`src/rtl/bnn_ctrl_seq.sv`:
```
// bnn_ctrl_seq: top-level sequencer for the binary CNN accelerator.
// Runs first-layer convolution over the serial image, second-layer
// convolution over the buffered feature maps, then a serial argmax over the
// fully-connected scores.
module bnn_ctrl_seq #(
  parameter int CH          = 2,
  parameter int FMAP_DEPTH  = 676,
  parameter int W_TAPS      = 9,
  parameter int NUM_CLASSES = 10,
  parameter int SCORE_W     = 10
) (
  input  logic                           clk,
  input  logic                           rstn,
  input  logic                           start,
  input  logic                           pic_din,
  input  logic [CH-1:0]                  conv_result,
  input  logic [CH-1:0]                  conv_result_valid,
  input  logic [CH-1:0]                  conv_done,
  input  logic [NUM_CLASSES*SCORE_W-1:0] fc_scores,
  input  logic                           fc_result_valid,
  output logic [CH-1:0]                  conv_din,
  output logic                           conv_start,
  output logic [CH-1:0]                  weight_en,
  output logic                           stage,
  output logic [$clog2(CH+1)-1:0]        conv_sum,
  output logic                           maxpool_valid,
  output logic [NUM_CLASSES-1:0]         classes,
  output logic [$clog2(NUM_CLASSES)-1:0] class_idx,
  output logic                           done,
  output logic                           busy,
  output logic                           fmap_ovf
);

  localparam int          WPW  = $clog2(FMAP_DEPTH + 1);
  localparam int          RPW  = (FMAP_DEPTH > 1) ? $clog2(FMAP_DEPTH) : 1;
  localparam int          WMAX = CH * W_TAPS;
  localparam int          WCW  = $clog2(WMAX + 1);
  localparam int          SUMW = $clog2(CH + 1);
  localparam int          CW   = $clog2(NUM_CLASSES);
  localparam int          SCW  = NUM_CLASSES * SCORE_W;
  localparam int unsigned WT   = W_TAPS;

  typedef enum logic [2:0] {
    S_IDLE,
    S_CONV1,
    S_CONV2,
    S_CLASSIFY,
    S_DONE
  } state_e;

  state_e                    state_q;
  logic [SCW-1:0]            scores_q;
  logic [CW-1:0]             cls_cnt_q;
  logic signed [SCORE_W-1:0] best_val_q, best_val_d, cur_score;
  logic [CW-1:0]             best_idx_q, best_idx_d;
  logic [NUM_CLASSES-1:0]    onehot_d;
  logic [NUM_CLASSES-1:0]    classes_q;
  logic [CW-1:0]             class_idx_q;
  logic                      done_q;

  logic [WPW-1:0]            wr_ptr_q [CH];
  logic [RPW-1:0]            rd_ptr_q [CH];
  logic [FMAP_DEPTH-1:0]     fmap_q   [CH];
  logic                      fmap_ovf_q;

  logic [WCW-1:0]            wcnt_q;
  logic [CH-1:0]             weight_en_q, weight_en_d;
  logic [SUMW-1:0]           conv_sum_q, conv_sum_d;
  logic                      maxpool_valid_q;

  // Conv enable and per-channel serial data source
  always_comb begin
    conv_start = ((state_q == S_CONV1) || (state_q == S_CONV2)) && (conv_done == '0);
    conv_din   = '0;
    for (int unsigned c = 0; c < CH; c++) begin
      if (state_q == S_CONV1) begin
        conv_din[c] = pic_din;
      end else if (state_q == S_CONV2) begin
        conv_din[c] = fmap_q[c][rd_ptr_q[c]];
      end
    end
  end

  // Running argmax candidate for the class examined this cycle
  always_comb begin
    cur_score = scores_q[32'(cls_cnt_q) * SCORE_W +: SCORE_W];
    if ((cls_cnt_q == '0) || (cur_score > best_val_q)) begin
      best_val_d = cur_score;
      best_idx_d = cls_cnt_q;
    end else begin
      best_val_d = best_val_q;
      best_idx_d = best_idx_q;
    end
    onehot_d             = '0;
    onehot_d[best_idx_d] = 1'b1;
  end

  // Phase sequencing, score latch and serial argmax
  always_ff @(posedge clk or negedge rstn) begin
    if (!rstn) begin
      state_q     <= S_IDLE;
      scores_q    <= '0;
      cls_cnt_q   <= '0;
      best_val_q  <= '0;
      best_idx_q  <= '0;
      classes_q   <= '0;
      class_idx_q <= '0;
      done_q      <= 1'b0;
    end else begin
      done_q <= 1'b0;
      case (state_q)
        S_IDLE: begin
          if (start) state_q <= S_CONV1;
        end
        S_CONV1: begin
          if (&conv_done) state_q <= S_CONV2;
        end
        S_CONV2: begin
          if (fc_result_valid) begin
            scores_q  <= fc_scores;
            cls_cnt_q <= '0;
            state_q   <= S_CLASSIFY;
          end
        end
        S_CLASSIFY: begin
          best_val_q <= best_val_d;
          best_idx_q <= best_idx_d;
          if (cls_cnt_q == CW'(NUM_CLASSES - 1)) begin
            classes_q   <= onehot_d;
            class_idx_q <= best_idx_d;
            done_q      <= 1'b1;
            state_q     <= S_DONE;
          end else begin
            cls_cnt_q <= cls_cnt_q + CW'(1);
          end
        end
        default: state_q <= S_IDLE;
      endcase
    end
  end

  // Feature-map buffers: write during CONV1, replay during CONV2
  always_ff @(posedge clk or negedge rstn) begin
    if (!rstn) begin
      for (int unsigned c = 0; c < CH; c++) begin
        wr_ptr_q[c] <= '0;
        rd_ptr_q[c] <= '0;
        fmap_q[c]   <= '0;
      end
      fmap_ovf_q <= 1'b0;
    end else begin
      if ((state_q == S_IDLE) && start) begin
        for (int unsigned c = 0; c < CH; c++) begin
          wr_ptr_q[c] <= '0;
          rd_ptr_q[c] <= '0;
        end
        fmap_ovf_q <= 1'b0;
      end
      if (state_q == S_CONV1) begin
        for (int unsigned c = 0; c < CH; c++) begin
          if (conv_result_valid[c]) begin
            if (wr_ptr_q[c] < WPW'(FMAP_DEPTH)) begin
              fmap_q[c][wr_ptr_q[c]] <= conv_result[c];
              wr_ptr_q[c]            <= wr_ptr_q[c] + WPW'(1);
            end else begin
              fmap_ovf_q <= 1'b1;
            end
          end
        end
        if (&conv_done) begin
          for (int unsigned c = 0; c < CH; c++) rd_ptr_q[c] <= '0;
        end
      end
      if ((state_q == S_CONV2) && conv_start) begin
        for (int unsigned c = 0; c < CH; c++) begin
          if (rd_ptr_q[c] == RPW'(FMAP_DEPTH - 1)) rd_ptr_q[c] <= '0;
          else                                     rd_ptr_q[c] <= rd_ptr_q[c] + RPW'(1);
        end
      end
    end
  end

  // Weight-load window decode: channel c owns taps [c*W_TAPS, (c+1)*W_TAPS)
  always_comb begin
    weight_en_d = '0;
    for (int unsigned c = 0; c < CH; c++) begin
      if (conv_start && (32'(wcnt_q) >= c * WT) && (32'(wcnt_q) < (c + 1) * WT)) begin
        weight_en_d[c] = 1'b1;
      end
    end
  end

  // Weight tap counter and registered one-hot load enable
  always_ff @(posedge clk or negedge rstn) begin
    if (!rstn) begin
      wcnt_q      <= '0;
      weight_en_q <= '0;
    end else begin
      weight_en_q <= weight_en_d;
      if (!conv_start)                wcnt_q <= '0;
      else if (wcnt_q < WCW'(WMAX))   wcnt_q <= wcnt_q + WCW'(1);
    end
  end

  // Popcount of the per-channel conv outputs
  always_comb begin
    conv_sum_d = '0;
    for (int unsigned c = 0; c < CH; c++) conv_sum_d = conv_sum_d + SUMW'(conv_result[c]);
  end

  // Registered channel sum and its max-pool qualifier
  always_ff @(posedge clk or negedge rstn) begin
    if (!rstn) begin
      conv_sum_q      <= '0;
      maxpool_valid_q <= 1'b0;
    end else begin
      conv_sum_q      <= conv_sum_d;
      maxpool_valid_q <= (state_q == S_CONV2) && (&conv_result_valid);
    end
  end

  // stage is held low in IDLE so every output reads 0 out of reset
  assign stage         = (state_q == S_CONV2) || (state_q == S_CLASSIFY) || (state_q == S_DONE);
  assign busy          = (state_q != S_IDLE);
  assign done          = done_q;
  assign classes       = classes_q;
  assign class_idx     = class_idx_q;
  assign fmap_ovf      = fmap_ovf_q;
  assign weight_en     = weight_en_q;
  assign conv_sum      = conv_sum_q;
  assign maxpool_valid = maxpool_valid_q;

endmodule

```
`config.mk`:
```
export PLATFORM = sky130hd
export DESIGN_NAME = bnn_ctrl_seq
export DESIGN_NICKNAME = d
export VERILOG_FILES = /design/src/rtl/bnn_ctrl_seq.sv
export SDC_FILE = /design/constraint.sdc
export NUM_CORES = 2
export LEC_CHECK = 0
export BUFFER_PORTS_ARGS = -buffer_cell sky130_fd_sc_hd__buf_2
export CAP_MARGIN = 20
export CELL_PAD_IN_SITES_DETAIL_PLACEMENT = 1
export CELL_PAD_IN_SITES_GLOBAL_PLACEMENT = 2
export CORE_MARGIN = 8
export CORE_UTILIZATION = 39
export DETAILED_ROUTE_END_ITERATION = 10
export PLACE_DENSITY = 0.8
export RECOVER_POWER = 100
export SYNTH_ARGS = -nofsm -noshare
export SYNTH_HDL_FRONTEND = slang
export SYNTH_SLANG_ARGS = --single-unit
export TNS_END_PERCENT = 100
```
`constraint.sdc`:
```
create_clock -name clk -period 3.76 [get_ports clk]
set_input_delay 0.188 -clock clk [delete_from_list [all_inputs] [get_ports clk]]
set_output_delay 0.188 -clock clk [all_outputs]
set_load 0.05 [all_outputs]
```
Word level (Yosys, flattened, before mapping)
Index checks and enable logic that the tools add are counted.
{ "op_classes": {"add_sub_neg": 7, "n_mul": 1, "n_div": 0, "n_lt_le_gt_ge": 15, "n_eq_ne": 13, "shift": 1, "n_mux": 49, "n_bitwise": 0, "n_reduce_logical": 28} }
{ "ops": {"columns": ["cell", "count"], "rows": [
  ["bitwise mux 676 bit", 2],
  ["2-to-1 mux 20 bit", 6],
  ["indexed part select 100 x 9 -> 10 bit", 1],
  ["2-to-1 mux 10 bit", 6],
  ["< comparator 10 x 11 -> 1 bit, second input constant", 4],
  ["adder 10 x 1 -> 10 bit, second input constant", 4],
  ["binary-select mux 1 bit (select 10 bit)", 2],
  ["demux 1 bit (select 10 bit)", 2],
  ["== test 10 bit, second input constant", 2],
  [">= comparator 10 x 1 -> 1 bit, second input constant", 2],
  ["< comparator 10 bit, second input constant", 2],
  ["2-to-1 mux 1 bit", 19],
  ["2-to-1 mux 3 bit", 4],
  ["2-to-1 mux 4 bit", 3],
  ["case mux 3 bit (4 select lines)", 1],
  ["greater-than comparator 10 bit", 1],
  ["logical AND 1 bit", 10],
  ["< comparator 5 bit, second input constant", 2],
  ["2-to-1 mux 5 bit", 2],
  ["AND reduction 2 bit", 5],
  ["AND reduction 3 bit", 3],
  ["!= test 2 bit, second input constant", 4],
  ["case mux 4 bit (2 select lines)", 1],
  ["multiplier 4 x 3 -> 7 bit, second input constant", 1],
  ["other kinds (20)", 25]
]} }
{ "word_totals": {"ff_bits": 1539, "latchBits": 0, "ramBits": 0, "mem_bits_ro": 0, "in_bits": 111, "out_inout_bits": 26, "wordCells": 133, "mem_count": 0} }

Logic depth before layout (Yosys ltp)
{ "depth": {"depth_word": 9, "depth_mapped": 16, "depth_no_buf": 13} }

Worst setup path after synthesis
No wires, ideal clock.
{ "synth_timing": {"path_type": "reg-to-output", "start": "register rd_ptr_q[10] in the netlist's numbering", "end": "output port conv_din[0]", "arrival_ps": 3776, "t_required_ps": 3572, "path_slack_ps": -204, "stages_incl_launch_ff": 15, "n_path_buf": 6, "path_cell_list": "dfrtp_1 -> buf_4 -> buf_6 -> buf_6 -> buf_6 -> buf_6 -> buf_6 -> mux2i_1 -> o31ai_1 -> a21oi_1 -> o21ai_0 -> o31ai_1 -> o311ai_0 -> a31oi_1 -> o41ai_1"} }
{ "synth_between": {"elab_chain_cells": 4} }
{ "synth_rtl": {"columns": ["item", "line", "source"], "rows": [
  ["start: declaration", "62", "logic [RPW-1:0] rd_ptr_q [CH];"],
  ["start signal: indexed assignment", "177", "else rd_ptr_q[c] <= rd_ptr_q[c] + RPW'(1);"],
  ["binary-select mux 1 bit (select 10 bit)", "79", "conv_din[c] = fmap_q[c][rd_ptr_q[c]];"],
  ["2-to-1 mux 1 bit (implied by the code)", "79", null],
  ["2-to-1 mux 1 bit", "78", "end else if (state_q == S_CONV2) begin"],
  ["2-to-1 mux 1 bit", "76", "if (state_q == S_CONV1) begin"],
  ["end: declaration", "21", "output logic [CH-1:0] conv_din,"]
]} }
No other way between the ends. The select of a mux whose other input is x is not followed.

Worst setup path after layout
Same ends and word-level chain as after synthesis.

==> summary.txt <==
Setup path
  • Cells along the critical path: buf_12 > buf_12 > mux4_2 > mux4_2 > mux2_2 > a21oi_2 > a211oi_1 > a222oi_1 > o41ai_4 > buf_8
  • CP Capture Type: output pin
  • Startpoint types: register
  • Critical Setup Path Class: register to output pin
  • CP max stage cell: mux4_2
  • Worst EP required: 3570 ps
  • Crit path buffers/inverters: 3
  • Reg2reg path depth: 16
  • Slowest Stage Delay on Critical Path: 570 ps
  • CP Data Arrival Time: 4180 ps
  • CP Max Fanout: 6
  • Register-to-Register Setup Slack: -430 ps
  • Worst path top cell family by delay: multiplexers
  • Stages on the worst setup path: 10

Routing
  • Vias per inst: 6.00
  • Via count of the routed design: 60200
  • DR WL met3: 17700 µm
  • Met2 wire len: 139000 µm
  • Top Layer Used: met5
  • Total iterations of the first detailed-routing run: 5
  • Detailed Route WL: 288000 µm
  • Post-route antenna net violation count: 0
  • Routed wire per std cell: 28.7 µm
  • DRT met1 WL: 115000 µm
  • Drt drc: 0
  • DRT iter0 DRCs: 5179

Timing
  • Max-slew violation total from the final report: 666
  • Worst Hold Margin: 72.9 ps
  • Highest clock rate: 229 MHz
  • Worst-margin pin slew: 2580 ps
  • RSZ-0062 raised after global routing: yes
  • Final Hold Viols: 0
  • PnR worst setup slack: -609 ps
  • Slew HR: -0.722
  • Min Tclk post-route: 4370 ps
  • Final Skew: 36.4 ps
  • # setup viols final: 374
  • Period utilization: 1.16

Outcome
  • Failing checks: capacitance limit, slew limit, setup timing
  • Status: complete, but fails checks

CTS
  • Clock-pin slew on the worst setup and hold paths: 60 ps
  • CTS Buffer Depth: 3
  • Root buf cell: clkbuf_16
  • Clk Latency, worst-skew pair: 840 ps
  • # H-tree levels: 4
  • CTS sink count: 1539
  • Total clock buffers created by CTS: 176
  • TritonCTS clock tree: done

Synth
  • Syn Nets: 7220
  • Mapped cell area: 0.0766 mm²
  • Ys flop type: dfrtp_1
  • Flops & latches, synth: 1539
  • Syn Area/Cell: 10.8 µm²
  • Area leader, netlist: dfrtp_1
  • Top-count cell post-synth: dfrtp_1
  • Top post-synthesis cells by count: dfrtp_1, nand2_1, mux2_2
  • FFs w/ async S/R, synth: 1.00
  • Post-synthesis cell count: 7083
  • Yosys warns: 0
  • Synth top area share: 0.503
  • Sequential cell area fraction in the yosys report: 0.503
  • Synth area leaders: dfrtp_1, mux2_2, mux4_2
  • Synth unique cells: 65
  • Post-synth EDFFs: 0

Place
  • Dpl cells: 9529
  • HPWL Detailed: 166000 µm
  • RePlAce Congestion: 0.844
  • IO Port Bufs: 136

Power
  • Leak: 41.4 nW
  • PwrDens: 538 mW/mm²
  • Max VDD drop: 0.000514 V

Hold path
  • Hold Path Class: primary input to register
  • Hold Path Depth: 5

Final layout
  • Layout cell share with drive strength beyond 1: 0.280
  • Final Non-Filler Cells: 10000
  • Area grow syn2layout: 16.7%
  • Multi-input gate area: 0.0356 mm²
  • Seq. cell area: 0.0385 mm²
  • Filler cells: 20800
  • Final net count: 7383

Die
  • Die area: 0.211 mm²
  • Row count: 162
  • Die W: 459 µm
  • Die height: 459 µm
  • Core Area: 0.195 mm²
  • Num ports: 137
  • Initial Utilization: 0.393

Global route
  • Initial antenna violation count: 26
  • Total GRT Usage: 0.268
  • First-pass GRT wire length: 433000 µm
  • Largest net degree at the start of global routing: 140
  • Remaining Overflow, GRT: 0
  • Number of global-route vias before repair: 65600

Run
  • Max_cap viols: 8
-- flip-flops by register name, indices dropped and copies added (netlist names), 2 cells and up --
register    count
best_val_q     10
fmap_q       1352
cls_cnt_q       4
best_idx_q      4
weight_en       2
class_idx       4
wr_ptr_q       20
rd_ptr_q       20
scores_q      100
state_q         3
conv_sum        2
wcnt_q          5
classes        10
-- worst paths after layout --
check,startpoint,end
min in group asynchronous,rstn,fmap_q[388]
max reg2reg,cls_cnt_q[0],class_idx[0]
min reg2reg,fmap_q[315],fmap_q[315]
max in group asynchronous,rstn,rd_ptr_q[10]
max,rd_ptr_q[10],conv_din[0]
min,conv_done[0],rd_ptr_q[11]
-- per-stage QoR --
step	TNS, ps	total power, mW	worst slack, ps	area (µm²)	util
floorplan	0	24.4	44.7	76700	-
global placement	-259	28.3	-133	81300	0.417
detailed placement	-391	28.5	-210	81300	0.417
CTS	-895	47.9	-598	89400	0.458
global route	-226700	49.7	-669	89400	0.458
finish	-53450	48.1	-609	89400	0.458
-- worst min-delay path, delay by kind of cell --
| family | cells | cell delay (ps) |
|---|---|---|
| AND/OR/NAND/NOR | 1 | 70 |
| buffers and inverters | 2 | 390 |
| AO/OA/AOI/OAI | 2 | 200 |
-- report_power, final --
group,internal (mW),switching [mW],leakage [nW]
Sequential,17.4,0.667,21.2
Clock,10.7,7.61,3.00
Combinational,4.65,7.13,17.2
Total,32.7,15.4,41.4
-- placed cells by master, fill, tap and decap left out, drive strengths merged, types with 15 or more instances in the layout --
cell type,instances
dfrtp,1539
mux2,862
nand2,842
nor2,786
nand3,724
o21ai,683
buf,472
mux4,346
clkbuf,343
mux2i,114
dlygate4sd3,109
a21oi,47
a22oi,42
inv,40
clkinv,37
nor3,30
o22ai,29
and2,28
ha,26
nor2b,24
and3,21
diode,19
o31ai,19
bufinv,16
nand4,15
a31oi,15
-- cell families (layout without fill, tap and decap cells) --
logic type	count (synthesis)	after routing	synth area share
AND/OR/NAND/NOR	2528	2528	0.142
flip-flops	1539	1539	0.503
multiplexers	1322	1322	0.243
AO/OA/AOI/OAI	930	930	0.0679
buffers and inverters	718	1025	0.0382
adder cells (fa/ha/maj)	26	26	0.00424
XOR/XNOR	20	20	0.00229
other	0	19	0
-- timing repair --
action	CTS	global route
setup buffers	27	21
endpoints found under the setup margin	9	30
pin swaps	19	22
resized for setup	85	51
cloned	9	0
endpoints found under the hold margin	1198	0
hold buffers	110	0
-- final cells by class --
cell class | instances | share of cell area
Multi-Input combinational cell | 4826 | 0.399
Clock buffer | 259 | 0.0574
Timing Repair Buffer | 669 | 0.0631
Tap cell | 2624 | 0.0367
Inverter | 34 | 0.00143
Antenna cell | 19 | 0.000532
Sequential cell | 1539 | 0.431
Clock inverter | 63 | 0.0112
-- layer usage --
layer	global-route usage	up-vias
met1	0.342	31900
met5	0	-
met4	0.130	6
met2	0.443	2142
met3	0.0460	795
li1	-	25300
No activity file was read; power rests on OpenSTA's default activity.
